`src/rtl/pipes.sv`:
```
// Shared types for the pipeline stall/flush controller.
// Fetch FSM states and PC-source selects.
package pipes;

  typedef enum logic [1:0] {
    F_RUN  = 2'd0,
    F_BUF  = 2'd1,
    F_HOLD = 2'd2
  } fstate_t;

  typedef enum logic [1:0] {
    PC_SEQ      = 2'd0,
    PC_REDIRECT = 2'd1,
    PC_PENDING  = 2'd2
  } pc_sel_t;

endpackage

```
`src/rtl/pipe_ctrl_fetch_fsm.sv`:
```
// Fetch FSM: keeps fetch returns and redirect targets
// alive while the bus or the pipeline is busy.
module fetch_fsm
  import pipes::*;
(
  input  logic        clk,
  input  logic        reset,
  input  logic        data_ok,
  input  logic [31:0] data,
  input  logic        redirect,
  input  logic [63:0] target,
  input  logic        stall_fd,
  output fstate_t     state,
  output logic [63:0] pc_pending,
  output logic        ireq_valid,
  output logic [31:0] instr_out
);

  fstate_t     state_d;
  logic [31:0] ibuf, ibuf_d;
  logic [63:0] pend_d;

  // State, buffered instruction and pending target registers
  always_ff @(posedge clk) begin
    if (reset) begin
      state      <= F_RUN;
      ibuf       <= 32'd0;
      pc_pending <= 64'd0;
    end else begin
      state      <= state_d;
      ibuf       <= ibuf_d;
      pc_pending <= pend_d;
    end
  end

  // Next state; a redirect either applies now or parks in F_HOLD
  always_comb begin
    state_d = state;
    ibuf_d  = ibuf;
    pend_d  = pc_pending;
    unique case (state)
      F_RUN: begin
        if (redirect) begin
          if (!data_ok) begin
            pend_d  = target;
            state_d = F_HOLD;
          end
        end else if (data_ok && stall_fd) begin
          ibuf_d  = data;
          state_d = F_BUF;
        end
      end
      F_BUF: begin
        if (redirect || !stall_fd)
          state_d = F_RUN;
      end
      F_HOLD: begin
        if (data_ok)
          state_d = F_RUN;
        else if (redirect)
          pend_d = target;
      end
      default: state_d = F_RUN;
    endcase
  end

  assign ireq_valid = (state != F_BUF);
  assign instr_out  = (state == F_BUF) ? ibuf : data;

endmodule

```
`src/rtl/pipe_ctrl.sv`:
```
// Stall/flush controller: per-stage enables, bubbles,
// PC update select and instruction-bus request.
module pipe_ctrl
  import pipes::*;
(
  input  logic        clk,
  input  logic        reset,
  input  logic        iresp_data_ok,
  input  logic [31:0] iresp_data,
  input  logic        dreq_valid,
  input  logic        dresp_data_ok,
  input  logic        ex_redirect,
  input  logic [63:0] ex_target,
  input  logic        ex_memread,
  input  logic [4:0]  ex_dst,
  input  logic [4:0]  id_ra1,
  input  logic [4:0]  id_ra2,
  input  logic        id_use1,
  input  logic        id_use2,
  output logic        ireq_valid,
  output logic        pc_we,
  output logic [1:0]  pc_sel,
  output logic [63:0] pc_pending,
  output logic [31:0] instr_out,
  output logic        en_fd,
  output logic        en_de,
  output logic        en_em,
  output logic        en_mw,
  output logic        bub_fd,
  output logic        bub_de,
  output logic        bub_em,
  output logic        bub_mw
);

  fstate_t state;
  logic    mem_stall;
  logic    load_use;
  logic    redirect;
  logic    fetch_ok;
  logic    hold_done;

  assign mem_stall = dreq_valid & ~dresp_data_ok;
  assign load_use  = ex_memread & (ex_dst != 5'd0) &
                     ((id_use1 & (id_ra1 == ex_dst)) |
                      (id_use2 & (id_ra2 == ex_dst)));
  // EX is frozen during a mem stall and re-presents the redirect
  assign redirect  = ex_redirect & ~mem_stall;
  assign fetch_ok  = ((state == F_RUN) & iresp_data_ok) |
                     (state == F_BUF);
  assign hold_done = (state == F_HOLD) & iresp_data_ok;

  fetch_fsm u_fetch (
    .clk        (clk),
    .reset      (reset),
    .data_ok    (iresp_data_ok),
    .data       (iresp_data),
    .redirect   (redirect),
    .target     (ex_target),
    .stall_fd   (mem_stall | load_use),
    .state      (state),
    .pc_pending (pc_pending),
    .ireq_valid (ireq_valid),
    .instr_out  (instr_out)
  );

  // Stage enables, bubbles and PC update in priority order
  always_comb begin
    en_fd  = 1'b1;
    en_de  = 1'b1;
    en_em  = 1'b1;
    en_mw  = 1'b1;
    bub_fd = 1'b0;
    bub_de = 1'b0;
    bub_em = 1'b0;
    bub_mw = 1'b0;
    pc_we  = 1'b0;
    pc_sel = PC_SEQ;
    if (!reset) begin
      if (state == F_HOLD)
        bub_fd = 1'b1;
      if (mem_stall) begin
        en_fd  = 1'b0;
        en_de  = 1'b0;
        en_em  = 1'b0;
        bub_mw = 1'b1;
        if (hold_done) begin
          pc_we  = 1'b1;
          pc_sel = PC_PENDING;
        end
      end else if (ex_redirect) begin
        bub_fd = 1'b1;
        bub_de = 1'b1;
        if (fetch_ok || hold_done) begin
          pc_we  = 1'b1;
          pc_sel = PC_REDIRECT;
        end
      end else if (load_use) begin
        en_fd  = 1'b0;
        bub_de = 1'b1;
        if (hold_done) begin
          pc_we  = 1'b1;
          pc_sel = PC_PENDING;
        end
      end else begin
        unique case (state)
          F_RUN: begin
            if (iresp_data_ok) pc_we  = 1'b1;
            else               bub_fd = 1'b1;
          end
          F_BUF: pc_we = 1'b1;
          F_HOLD: begin
            if (iresp_data_ok) begin
              pc_we  = 1'b1;
              pc_sel = PC_PENDING;
            end
          end
          default: ;
        endcase
      end
    end
  end

endmodule

```
`config.mk`:
```
export PLATFORM = sky130hd
export DESIGN_NAME = pipe_ctrl
export DESIGN_NICKNAME = d
export VERILOG_FILES = /design/src/rtl/pipes.sv /design/src/rtl/pipe_ctrl_fetch_fsm.sv /design/src/rtl/pipe_ctrl.sv
export SDC_FILE = /design/constraint.sdc
export NUM_CORES = 1
export LEC_CHECK = 0
export ABC_CLOCK_PERIOD_IN_PS = 1600
export BUFFER_PORTS_ARGS = -buffer_cell sky130_fd_sc_hd__buf_2
export CAP_MARGIN = 20
export CORE_MARGIN = 3
export CORE_UTILIZATION = 41
export DETAILED_ROUTE_END_ITERATION = 12
export PLACE_DENSITY = 0.76
export SETUP_SLACK_MARGIN = 0.15
export SYNTH_ARGS = -nofsm -noshare
export SYNTH_HDL_FRONTEND = slang
export SYNTH_SLANG_ARGS = --single-unit
```
`constraint.sdc`:
```
create_clock -name clk -period 1.6 [get_ports clk]
set_input_delay 0.08 -clock clk [delete_from_list [all_inputs] [get_ports clk]]
set_output_delay 0.08 -clock clk [all_outputs]
set_load 0.05 [all_outputs]
```
==> results of run 1 <==
cell usage after synthesis, drive strengths merged:
| master | count | share of area |
|---|---|---|
| nor2 | 5 | 0.0042 |
| o211ai | 3 | 0.0050 |
| nand2b | 2 | 0.0028 |
| a211o | 1 | 0.0020 |
| o21a | 1 | 0.0017 |
| mux2 | 32 | 0.081 |
| nand2 | 133 | 0.11 |
| xnor2 | 10 | 0.020 |
| and3 | 2 | 0.0028 |
| dfxtp | 98 | 0.44 |
| a21o | 1 | 0.0034 |
| or2 | 1 | 0.0014 |
| buf | 14 | 0.020 |
| o21ai | 1 | 0.0036 |
| nor3 | 1 | 0.0022 |
| inv | 2 | 0.0017 |
| a22oi | 32 | 0.054 |
| a2111oi | 1 | 0.0020 |
| nor2b | 1 | 0.0014 |
| o22ai | 31 | 0.043 |
| or4 | 1 | 0.0025 |
| a21oi | 125 | 0.14 |
| o31a | 1 | 0.0020 |
| conb | 2 | 0.0017 |
| nand4 | 2 | 0.0028 |
| nand3 | 7 | 0.0078 |
| o22a | 1 | 0.0020 |
| clkbuf | 39 | 0.033 |
| nor4 | 4 | 0.0056 |
layout make-up:
cell class | instances | area (um^2) | share of cell area
Timing Repair Buffer | 373 | 3314 | 0.3864
Multi-Input combinational cell | 402 | 2925 | 0.3411
Sequential cell | 98 | 1964 | 0.2290
Tap cell | 136 | 170.2 | 0.01984
Clock buffer | 9 | 123.9 | 0.01444
Clock inverter | 7 | 60.06 | 0.007002
Inverter | 2 | 16.27 | 0.001896
Antenna cell | 1 | 2.502 | 0.0002918
routing by layer:
metal,vias up,global-route usage,part of all wire
li1,2617,-,-
met1,2887,0.3216,0.34
met2,468,0.5152,0.50
met3,146,0.07222,0.097
met4,0,0.1398,0.066
met5,-,0,0
per-stage QoR:
stage               power [W]  setup TNS, ps  hold slack [ps]  utilization
detailed placement   0.004606         -12720            325.8       0.5859
finish               0.006915         -13390            31.25       0.8198
global placement     0.004539         -11790            319.3       0.5859
floorplan            0.004091              0            157.1            -
global route         0.007135         -15430            26.48       0.8198
CTS                  0.006525          -6154            2.887       0.7486
worst max-delay path by stage:
stage / from / endpoint / slack (ps) / cells past startpoint
after global placement: dresp_data_ok / u_fetch.ibuf[14]$_SDFFE_PP0P_ / -380 / 6
after CTS: u_fetch.state[0]$_SDFFE_PP0P_ / u_fetch.ibuf[7]$_SDFFE_PP0P_ / -150 / 8
after detailed placement: dresp_data_ok / u_fetch.ibuf[8]$_SDFFE_PP0P_ / -420 / 6
final: u_fetch.state[0]$_SDFFE_PP0P_ / u_fetch.ibuf[11]$_SDFFE_PP0P_ / -350 / 8
after floorplan: u_fetch.state[1]$_SDFFE_PP0P_ / instr_out[11] / 10 / 4
after global routing: u_fetch.state[0]$_SDFFE_PP0P_ / u_fetch.ibuf[11]$_SDFFE_PP0P_ / -370 / 8
registers in the layout (all words and copies together) (netlist names):
register and count:
u_fetch.ibuf 32, u_fetch.state 2, u_fetch.pc_pending 64
worst register-to-register path: stages, from the launching register on:
cell,delay (ps)
sky130_fd_sc_hd__dfxtp_2,350
sky130_fd_sc_hd__nand2b_4,150
sky130_fd_sc_hd__a211o_4,270
sky130_fd_sc_hd__buf_4,160
sky130_fd_sc_hd__buf_4,140
sky130_fd_sc_hd__nor3_4,290
sky130_fd_sc_hd__clkbuf_16,230
sky130_fd_sc_hd__a21oi_1,110
sky130_fd_sc_hd__o22ai_1,170
repair_timing:
item / CTS / global route
hold buffers: 64 / 0
gates cloned: 8 / 11
buffers inserted: 27 / 10
pin swaps: 30 / 34
resized for setup: 131 / 93
hold endpoints to repair: 64 / 0
setup endpoints to repair: 135 / 136
cell families (layout without fill, tap and decap cells):
| group | Yosys count | after routing |
|---|---|---|
| AOI/OAI and AO/OA | 198 | 198 |
| and+or+nand+nor | 159 | 160 |
| DFF | 98 | 98 |
| buffers and inverters | 55 | 391 |
| muxes | 32 | 32 |
| xor gates and xnor gates | 10 | 10 |
| other | 2 | 3 |
power groups by stage:
stage	Combinational, W	Sequential (W)	Clock (W)
finish	0.00247	0.00288	0.00156
floorplan	0.000990	0.00310	0
detailed placement	0.00171	0.00289	0
global route	0.00257	0.00289	0.00167
global placement	0.00166	0.00287	0
CTS	0.00212	0.00284	0.00156
==> impl_metrics.yaml, run 1 <==
clocking:
  cts_root_buf: "sky130_fd_sc_hd__clkbuf_8"
  cts_tree: "built"
  cts.sinks: 98
  ctsLongestPathBuffers: 2
  path_clk_slew_ps: 110
  cts_max_level: 3
  tritoncts.num_buffers: 9
  worstSkewPairLatency_ps: 350
logic_synthesis:
  synth_area_per_cell_um2: 8.061
  post_synth_mux_area_share: 0.08069
  synth.yosys.seq_area_share: 0.4393
  post_synthesis_sequential_element_count: 98
  total_nets_after_synthesis: 674
  complex_gate_fraction_of_the_synthesized_area: 0.2589
  mappedNetlistArea_um2: 4466
  synth_xor_area_frac: 0.01961
  post_synth_and_or_nand_nor_area_fraction: 0.1454
  synthAdderAreaFrac: 0
  post_synth_num_cell_types: 32
  synthesis.yosys.warnings: 0
  synth_cells: 554
  synth_top_family_by_area: "compound AO/OA/AOI/OAI gates"
routing:
  num_vias: 6118
  detailedRoute.firstPassIterationCount: 5
  route.antenna.remaining_nets: 0
  finalWirelength_mm: 22.75
  drtIter0Drc: 526
  viasPerCell: 5.951
  drt_drc_violations_left: 0
  route.detailed.wl_per_inst_um: 22.13
sta:
  rsz0062_at_grt: "yes"
  final-setup-viol-count: 70
  fmax_ghz: 0.5133
  maxSlewHeadroom: 0.5837
  maxSlewViolCount: 0
  min_period_over_period: 1.218
  final-hold-violation-count: 0
  max_slew.worst_pin.slew_ps: 624.4
  postLayoutSetupSlackWorst_ps: -348.3
  worst_skew_ps: 12.29
  finalWorstPathRequiredPeriod_ps: 1948
placement:
  preCtsSetupSlack_ps: -417.1
  gp_congestion: 0.7811
  placement.io_buffers: 225
  dp_cells: 891
  post-dp-hpwl_mm: 9.981
  standard_cell_area_after_detailed_placement_um2: 6130
global_route:
  largest_net_degree_at_the_start_of_global_routing: 58
  grt_overflow: 0
  grt_use_total: 0.2896
  antenna_found_initial: 1
  grt_first_pass_wirelength_mm: 27.99
  vias_in_the_first_global_route: 5679
flow_run:
  drv.max_cap_violation_count: 0
worst_setup_path:
  critical-path-top-cell-by-count: "sky130_fd_sc_hd__buf_4"
  cpPeakStageDelay_ps: 350
  reg2reg_from: "u_fetch.state[0]$_SDFFE_PP0P_"
  setup.worst_path.class: "register to register"
  critPathSlowestCell: "sky130_fd_sc_hd__dfxtp_2"
  timing.critical_path.arrival_ps: 2220
  timing.critical_path.cells: "nand2b_4, a211o_4, buf_4, buf_4, nor3_4, clkbuf_16, a21oi_1, o22ai_1"
  required_ps: 1870
  buf_inv_stages_crit_path: 3
  timing.critical_path.max_delay_family: "compound AO/OA/AOI/OAI gates"
  crit_path_end_kind: "register"
  critPathMaxFanout: 8
  setup.reg_to_reg.worst_slack_ps: -350
  worst_case_reg_to_reg_path_depth: 8
  timing.rr.end: "u_fetch.ibuf[11]$_SDFFE_PP0P_"
  worst_setup_path_start_kind: "register"
floorplan:
  io-pin-count: 228
  core_um2: 10460
  floorplan.initialDensity: 0.4268
  fp.dieH_um: 110.4
  die_area_um2: 12180
  floorplan.die.width_um: 110.4
  row_count: 37
final_layout:
  final_cell_count_no_fill: 1028
  design_area_um2: 8577
  final_common_cell: "sky130_fd_sc_hd__buf_2"
  post_route_cells_drive_above_1_share: 0.5062
  final_cell_mix: "sky130_fd_sc_hd__buf_2, sky130_fd_sc_hd__nand2_1, sky130_fd_sc_hd__a21oi_1, sky130_fd_sc_hd__dfxtp_1, sky130_fd_sc_hd__dlygate4sd3_1"
  fillCellCount: 560
  finish.net_count: 1006
  flow.area_growth_from_synthesis_pct: 92.07
power_and_ir_drop:
  power_leakage_nw: 3.767
  switching_share: 0.3667
  power_frac_clock: 0.226
  seq_power_share: 0.417
  power_report.internal_total_w: 0.004379
  sw_power_w: 0.002536
  power.share.combinational: 0.357
  power_per_cell_area_nw_per_um2: 806.2
  ir_worst_vdd_uv: 617.3
min_path:
  hold_path.startpoint: "iresp_data[28]"
  timing.hold.worst_path_depth: 3
  holdPathEnd: "u_fetch.ibuf[28]$_SDFFE_PP0P_"
  hold_wc_path_type: "input port to register"
run_status:
  failed_checks: "negative setup slack"
  run_status: "finished with violations"
(Power assumes the default switching activity.)
==> run 2, diff against run 1 <==
--- a/config.mk
+++ b/config.mk
@@ -5,13 +5,12 @@
 export SDC_FILE = /design/constraint.sdc
 export NUM_CORES = 1
 export LEC_CHECK = 0
-export ABC_CLOCK_PERIOD_IN_PS = 1600
 export BUFFER_PORTS_ARGS = -buffer_cell sky130_fd_sc_hd__buf_2
 export CAP_MARGIN = 20
 export CORE_MARGIN = 3
-export CORE_UTILIZATION = 41
+export CORE_UTILIZATION = 46
 export DETAILED_ROUTE_END_ITERATION = 12
-export PLACE_DENSITY = 0.76
+export PLACE_DENSITY = 0.78
 export SETUP_SLACK_MARGIN = 0.15
 export SYNTH_ARGS = -nofsm -noshare
 export SYNTH_HDL_FRONTEND = slang
==> constraint.sdc (replaced) <==
create_clock -name clk -period 2.2 [get_ports clk]
set_input_delay 0.11 -clock clk [delete_from_list [all_inputs] [get_ports clk]]
set_output_delay 0.11 -clock clk [all_outputs]
set_load 0.05 [all_outputs]
==> impl_metrics.yaml, run 2 (synthesis gave the netlist of run 1 again) <==
routing:
  route.antenna.remaining_nets: 0
  finalWirelength_mm: 14.96
  highest_layer: "met4"
  wl_met3_mm: 1.331
  detailroute.wirelength.met2_mm: 7.176
  num_vias: 5197
  route.detailed.wl_per_inst_um: 15.83
  viasPerCell: 5.499
  drt_drc_violations_left: 0
  detail_route.wirelength.met1_mm: 5.872
  drtIter0Drc: 293
  detailedRoute.firstPassIterationCount: 6
min_path:
  hold_wc_path_type: "input port to register"
worst_setup_path:
  required_ps: 2090
  timing.critical_path.arrival_ps: 1830
  critPathMaxFanout: 34
  crit_path_end_kind: "output port"
  setup.reg_to_reg.worst_slack_ps: 350
  worst_setup_path_start_kind: "register"
  setup.worst_path.class: "register to output port"
power_and_ir_drop:
  power_leakage_nw: 2.857
  power_frac_clock: 0.277
  sw_power_w: 0.001554
  power_per_cell_area_nw_per_um2: 688.9
  switching_share: 0.3455
  seq_power_share: 0.455
  ir_worst_vdd_uv: 368.1
  power.share.combinational: 0.268
  power_report.internal_total_w: 0.002943
  totalPowerFinal_w: 0.004497
global_route:
  grt_overflow: 0
  vias_in_the_first_global_route: 4991
  grt_first_pass_wirelength_mm: 24.45
  antenna_found_initial: 0
  largest_net_degree_at_the_start_of_global_routing: 65
  grt_use_total: 0.2685
run_status:
  run_status: "finished clean"
clocking:
  tritoncts.num_buffers: 9
  cts_tree: "built"
  cts_max_level: 3
  ctsResizeCount: 0
  worstSkewPairLatency_ps: 370
  cts.sinks: 98
  path_clk_slew_ps: 100
  cts_root_buf: "sky130_fd_sc_hd__clkbuf_8"
  ctsLongestPathBuffers: 2
floorplan:
  core_um2: 9328
  row_count: 35
  io-pin-count: 228
  fp.dieH_um: 104.5
  floorplan.die.width_um: 104.5
  die_area_um2: 10930
  floorplan.initialDensity: 0.4787
sta:
  worst_skew_ps: 15.98
  finalWorstPathRequiredPeriod_ps: 1939
  min_period_over_period: 0.8813
  maxSlewViolCount: 0
  max_slew.worst_pin.slew_ps: 630.8
  timing.setup.tns_ps: 0
  maxSlewHeadroom: 0.5795
  final-setup-viol-count: 0
  final-hold-violation-count: 0
  rsz0062_at_grt: "no"
  fmax_ghz: 0.5158
placement:
  placement.io_buffers: 225
  dp_cells: 867
  standard_cell_area_after_detailed_placement_um2: 5689
  gp_congestion: 0.8497
  post-dp-hpwl_mm: 9.366
final_layout:
  post_route_cells_drive_above_1_share: 0.3640
  largestRegisters: "u_fetch.pc_pending: 64 flops, u_fetch.ibuf: 32 flops, u_fetch.state: 2 flops"
  finish.net_count: 931
  top_register_by_number_of_flip_flops: "u_fetch.pc_pending"
  final_common_cell: "sky130_fd_sc_hd__buf_2"
  design_area_um2: 6528
  final_cell_mix: "sky130_fd_sc_hd__buf_2, sky130_fd_sc_hd__nand2_1, sky130_fd_sc_hd__a21oi_1, sky130_fd_sc_hd__dfxtp_1, sky130_fd_sc_hd__dlygate4sd3_1"
  largest_register_ffs: 64
  diodes: 0
  final_cell_count_no_fill: 945
  flow.area_growth_from_synthesis_pct: 46.18
flow_run:
  drv.max_cap_violation_count: 0
[run 2: cell count changes in the layout (fill, tap and decap cells not counted), moves of 26 or more]
| cell | previous run | this run |
|---|---|---|
| sky130_fd_sc_hd__a22oi_1 | 0 | 32 |
| sky130_fd_sc_hd__a22oi_2 | 32 | 0 |
| sky130_fd_sc_hd__buf_2 | 180 | 224 |
| sky130_fd_sc_hd__buf_4 | 39 | 10 |
| sky130_fd_sc_hd__buf_6 | 33 | 0 |
| sky130_fd_sc_hd__buf_8 | 26 | 0 |
| sky130_fd_sc_hd__mux2_2 | 0 | 32 |
| sky130_fd_sc_hd__mux2_4 | 32 | 0 |
[run 2: per-layer routing]
metal	global-route usage	up-vias
met5	0	-
met4	0.1254	0
met3	0.06394	46
met2	0.4502	297
met1	0.3238	2398
li1	-	2456
[run 2: power by group through the flow]
stage          Sequential (W)  Clock, W  Combinational, W
3_3_place_gp          0.00207         0           0.00107
4_1_cts               0.00204   0.00128           0.00119
2_1_floorplan         0.00224         0          0.000629
3_5_place_dp          0.00209         0           0.00110
6_report              0.00205   0.00124           0.00120
5_1_grt               0.00207   0.00135           0.00129
[run 2: layout make-up]
| class | count | area [um^2] |
|---|---|---|
| Clock buffer | 9 | 123.9 |
| Timing Repair Buffer | 299 | 1884 |
| Clock inverter | 7 | 93.84 |
| Tap cell | 129 | 161.4 |
| Inverter | 2 | 7.507 |
| Multi-Input combinational cell | 401 | 2295 |
| Sequential cell | 98 | 1962 |
| Fill cell | 714 | 2800 |
[run 2: metrics by stage]
step	hold WS, ps	util	worst slack, ps
floorplan	187.1	-	-203.6
global placement	308.0	0.6070	71.84
detailed placement	315.8	0.6099	379.7
CTS	3.347	0.6998	246.0
global route	20.07	0.6998	160.7
finish	21.63	0.6998	261.1
[run 2: final timing paths]
path / startpoint / endpoint / cells after the start
min reg2reg: u_fetch.pc_pending[6]$_SDFFE_PP0P_ / u_fetch.pc_pending[6]$_SDFFE_PP0P_ / 2
max reg2reg: u_fetch.state[0]$_SDFFE_PP0P_ / u_fetch.ibuf[20]$_SDFFE_PP0P_ / 6
min: ex_target[23] / u_fetch.pc_pending[23]$_SDFFE_PP0P_ / 3
max: u_fetch.state[1]$_SDFFE_PP0P_ / instr_out[19] / 5
[run 2: timing repair]
action | in CTS | in global routing
endpoints found under the hold margin | 62 | 0
hold buffers | 62 | 0
setup buffers | 0 | 0
[run 2: critical path, cell delays in order (launching register included)]
cell and delay, ps:
sky130_fd_sc_hd__dfxtp_1 420, sky130_fd_sc_hd__inv_1 110, sky130_fd_sc_hd__nand2_1 120, sky130_fd_sc_hd__buf_12 220
sky130_fd_sc_hd__mux2_2 370, sky130_fd_sc_hd__buf_2 210
